===== src/rtl/bcd_pkg.sv =====
// bcd_pkg: shared digit type, double-dabble constants, sizing helper and FSM states
package bcd_pkg;
    typedef logic [3:0] digit_t;
    localparam digit_t BCD_ADD3 = 4'd3;
    localparam digit_t BCD_THRESH = 4'd5;
    typedef enum logic [1:0] {IDLE, SHIFT, DONE} state_t;
    // Smallest digit count d with 10^d >= 2^width, i.e. enough for 2^width-1
    function automatic int min_digits(input int width);
        logic [255:0] pow;
        logic [255:0] lim;
        int d;
        pow = 256'd1;
        lim = 256'd1 << width;
        d = 0;
        while (pow < lim) begin
            pow = pow * 256'd10;
            d++;
        end
        return (d < 1) ? 1 : d;
    endfunction
endpackage


===== src/rtl/bcd_digit_adj.sv =====
// bcd_digit_adj: single-digit double-dabble corrector, adds 3 when the digit is 5 or more
module bcd_digit_adj
    import bcd_pkg::*;
(
    input  digit_t d,
    output digit_t q
);
    assign q = (d >= BCD_THRESH) ? d + BCD_ADD3 : d;
endmodule


===== src/rtl/bin_to_bcd_seq.sv =====
// bin_to_bcd_seq: one-bit-per-clock double-dabble binary to BCD converter with
// valid/ready on both sides and a significant-digit count for leading-zero blanking
module bin_to_bcd_seq
    import bcd_pkg::*;
#(
    parameter int WIDTH = 8,
    parameter int DIGITS = 3,
    localparam int CW = $clog2(DIGITS + 1)
) (
    input  logic                clk,
    input  logic                rst,
    input  logic                in_valid,
    output logic                in_ready,
    input  logic [WIDTH-1:0]    bin,
    output logic                out_valid,
    input  logic                out_ready,
    output logic [4*DIGITS-1:0] bcd,
    output logic [CW-1:0]       sig_digits
);
    localparam int BW = 4 * DIGITS;
    localparam int SW = BW + WIDTH;
    localparam int NW = $clog2(WIDTH + 1);

    if (DIGITS < min_digits(WIDTH)) begin : g_chk
        $fatal(1, "bin_to_bcd_seq: DIGITS too small for WIDTH");
    end

    state_t          state;
    logic [SW-1:0]   sr;
    logic [NW-1:0]   cnt;
    logic [BW-1:0]   adj_bcd;
    logic [SW-1:0]   nxt;
    logic [CW-1:0]   sig_nxt;

    for (genvar i = 0; i < DIGITS; i++) begin : g_adj
        bcd_digit_adj u_adj (.d(sr[WIDTH+4*i +: 4]), .q(adj_bcd[4*i +: 4]));
    end

    // The corrected top bit is always zero for a legal DIGITS, so dropping it is safe
    assign nxt = SW'({adj_bcd, sr[WIDTH-1:0]} << 1);

    always_comb begin
        sig_nxt = CW'(1);
        for (int k = 0; k < DIGITS; k++)
            if (nxt[WIDTH+4*k +: 4] != 4'd0) sig_nxt = CW'(k + 1);
    end

    assign in_ready = (state == IDLE);
    assign out_valid = (state == DONE);

    always_ff @(posedge clk or posedge rst) begin
        if (rst) begin
            state <= IDLE;
            sr <= '0;
            cnt <= '0;
            bcd <= '0;
            sig_digits <= '0;
        end else begin
            case (state)
                IDLE: if (in_valid) begin
                    sr <= SW'(bin);
                    cnt <= NW'(WIDTH);
                    state <= SHIFT;
                end
                SHIFT: begin
                    sr <= nxt;
                    cnt <= cnt - NW'(1);
                    if (cnt == NW'(1)) begin
                        state <= DONE;
                        bcd <= nxt[SW-1:WIDTH];
                        sig_digits <= sig_nxt;
                    end
                end
                DONE: if (out_ready) state <= IDLE;
                default: state <= IDLE;
            endcase
        end
    end
endmodule


===== config.mk =====
export PLATFORM = sky130hd
export DESIGN_NAME = bin_to_bcd_seq
export DESIGN_NICKNAME = d
export VERILOG_FILES = /design/src/rtl/bcd_pkg.sv /design/src/rtl/bcd_digit_adj.sv /design/src/rtl/bin_to_bcd_seq.sv
export SDC_FILE = /design/constraint.sdc
export NUM_CORES = 1
export LEC_CHECK = 0
export ABC_AREA = 1
export CAP_MARGIN = 20
export CORE_ASPECT_RATIO = 0.8
export CORE_MARGIN = 3
export CORE_UTILIZATION = 52
export CTS_BUF_LIST = sky130_fd_sc_hd__clkbuf_8 sky130_fd_sc_hd__clkbuf_16
export DETAILED_ROUTE_END_ITERATION = 10
export PLACE_DENSITY = 0.76
export SLEW_MARGIN = 20
export SYNTH_ARGS = -nofsm -noshare
export SYNTH_HDL_FRONTEND = slang
export SYNTH_SLANG_ARGS = --single-unit

===== constraint.sdc =====
create_clock -name clk -period 2.2 [get_ports clk]
set_input_delay 0.44 -clock clk [delete_from_list [all_inputs] [get_ports clk]]
set_output_delay 0.44 -clock clk [all_outputs]
set_load 0.01 [all_outputs]

==> results.py <==
metrics = {
    "outcome": {
        "status": "completed",
    },
    "detailed_routing": {
        "drtAntennaViolNets": 0,
        "wl_per_cell_um": 12.7,
        "routed_wl_mm": 4.06,
        "drc": 0,
        "drt_iter0_drc": 114,
        "vias": 1643,
        "routed_via_density": 5.13,
        "first_pass_iters": 4,
    },
    "setup_path": {
        "reg2reg_depth": 10,
        "path_class": "register to output port",
        "critPathLaunchType": "register",
        "critPathCaptureType": "output port",
        "r2r_setup_slack_ps": 570,
        "slowest_stage": "clkdlybuf4s50_1",
        "arrival_ps": 1450,
        "crit_fanout": 4,
        "max_stage_delay_ps": 560,
        "required_ps": 1760,
        "crit_chain": "nor2_1, clkdlybuf4s50_1",
        "timing.rr.end": "sig_digits[1]",
        "rr_startpoint": "sr[16]",
    },
    "die": {
        "rows": 19,
        "dieArea_mm2": 0.00472,
        "coreArea_mm2": 0.00359,
        "die_width_um": 76.1,
        "start_util_pct": 56.9,
        "pin_count": 28,
        "die_height_um": 62.1,
    },
    "power_and_ir_drop": {
        "peakVddDrop_v": 0.00105,
        "power_density_mw_per_mm2": 1580,
        "p_leak_uw": 0.00119,
        "total_power_uw": 3860,
    },
    "run": {
        "max_cap_violations": 0,
    },
    "clock_tree": {
        "clk_latency_ps": 290,
        "numCtsBuffers": 5,
        "postCtsSetupRepairBufs": 0,
        "clk_pin_slew_ps": 80,
        "htreeDepth": 2,
        "cts_sinks": 40,
        "cts_resized": 0,
        "cts_buffer_depth": 2,
        "cts_tree": "built",
        "clockRootBuffer": "clkbuf_8",
        "ctsHoldBuffers": 0,
    },
    "timing": {
        "period_needed_ps": 1890,
        "maxSlewHeadroom_pct": 66.5,
        "fin_setup_tns_ps": 0,
        "fin_crit_sh_pct": 85.8,
        "skew_ps": 7.38,
        "slew_viol_final": 0,
        "clock.fmax_ghz": 0.530,
        "setup_violations": 0,
        "worst_pin_slew_ps": 503,
        "grt_setup_unrepaired": "no",
        "hold_viol_final": 0,
    },
    "placement": {
        "gp_congestion": 0.807,
        "numPortBuffers": 27,
        "place_inst": 312,
        "hpwl_mm": 2.97,
    },
    "global_routing": {
        "grt_pass1_wl_mm": 6.80,
        "grt-ovfl-total": 0,
        "groute.usage.overall_pct": 18.7,
        "grt_max_degree": 41,
        "grt_antenna_before_repair": 0,
        "grt_pass1_vias": 1507,
    },
    "layout": {
        "fin_nets": 287,
        "finish.utilization_pct": 68.2,
        "layout_common_cells": "nand2_1, dfrtp_1, clkdlybuf4s50_1, inv_1, nor2_1",
        "num-fill-cells": 299,
        "area_growth_pct": 19.8,
        "layoutNonFillerInstCount": 320,
        "layout_commonest_cell": "nand2_1",
        "drive_above_1_share_pct": 11.9,
        "antennaDiodeCount": 0,
    },
    "yosys": {
        "synth_cell_type_count": 26,
        "synth_seq_cells": 40,
        "synth_nets": 255,
        "syn_area_mm2": 0.00204,
        "ys_seq_area_share_pct": 49.0,
        "syn_inst": 235,
        "syn_avg_cell_area_um2": 8.69,
        "ys_warn_count": 0,
    },
    "min_path": {
        "whs_endpoint": "bcd[10]",
        "holdCritPathClass": "register to register",
        "hold_depth": 2,
        "min-delay-start": "bcd[10]",
    },
}
## cells in the mapped netlist
cell | n | area (µm²)
a21oi_1 | 3 | 15.0
buf_6 | 3 | 33.8
ha_1 | 8 | 100
o21ai_2 | 7 | 61.3
dfrtp_1 | 40 | 1000
nand4_1 | 6 | 37.5
o22ai_1 | 12 | 75.1
o31ai_1 | 1 | 7.51
inv_1 | 25 | 93.8
clkinv_1 | 1 | 3.75
o211ai_1 | 4 | 30.0
nor2_1 | 17 | 63.8
nand3_1 | 10 | 50.1
nor2_4 | 2 | 22.5
nand2_4 | 1 | 11.3
inv_6 | 1 | 8.76
nand2_1 | 69 | 259
o21ai_1 | 1 | 5.00
nand3_2 | 1 | 10.0
inv_2 | 1 | 3.75
nand3_4 | 1 | 17.5
o21ai_0 | 11 | 55.1
nor2_8 | 1 | 20.0
nand2_2 | 7 | 43.8
buf_2 | 1 | 5.00
xor2_1 | 1 | 8.76
## worst max-delay path, delay by kind of cell (launching register included)
| kind | cells | cell delay, ps |
|---|---|---|
| and+or+nand+nor | 1 | 170 |
| DFF | 1 | 430 |
| buffers and inverters | 1 | 560 |
## report_power, final
part / leakage, µW / switching, µW / internal, µW
Sequential: 0.000494 / 213 / 1080
Combinational: 0.000641 / 1260 / 799
Clock: 0.0000510 / 254 / 250
Total: 0.00119 / 1720 / 2130
## state kept, by name, indices dropped and copies added, names as in the netlist
signal      flops
sr             20
bcd            12
cnt             4
sig_digits      2
state           2
## kinds of logic (layout without fill, tap and decap cells)
family          count (synthesis)  after routing  synth area share [%]
flops                          40             40                  49.0
fa+ha+maj                       8              8                  4.90
xor+xnor                        1              1                 0.429
buf+inv                        32             65                  7.29
simple gates                  115            115                  26.2
compound gates                 39             39                  12.2
## worst max-delay path by stage
stage	slack [ps]	endpoint	from	depth (start not counted)
final	310	in_ready	state[0]	2
after global routing	220	in_ready	state[0]	2
after detailed placement	560	sr[12]	in_valid	5
after global placement	580	sr[1]	in_valid	6
after CTS	300	in_ready	state[0]	2
after floorplan	800	sig_digits[0]	sr[16]	11
## layer usage
metal | global-route usage [%] | vias to the layer above | wire (µm)
met5 | 0 | - | 0
met2 | 31.9 | 31 | 1850
met3 | 4.18 | 7 | 131
li1 | - | 834 | -
met4 | 6.98 | 0 | 52
met1 | 24.2 | 771 | 2030
## final cells by class
cell class | instances | area [µm²] | area share, %
sequential | 40 | 1000 | 40.9
tap | 52 | 65.1 | 2.66
inverter | 28 | 110 | 4.50
clock inverter | 2 | 10.0 | 0.409
timing repair buffer | 29 | 285 | 11.7
clock buffer | 6 | 82.6 | 3.37
multi-input combinational | 163 | 893 | 36.5
## through the flow
step	area [µm²]	setup WS, ps	hold WS (ps)
floorplan	2040	803	452
global placement	2350	584	468
detailed placement	2350	561	469
CTS	2450	305	492
global route	2450	219	507
finish	2450	313	486
Power figures use the tool's default switching activity.
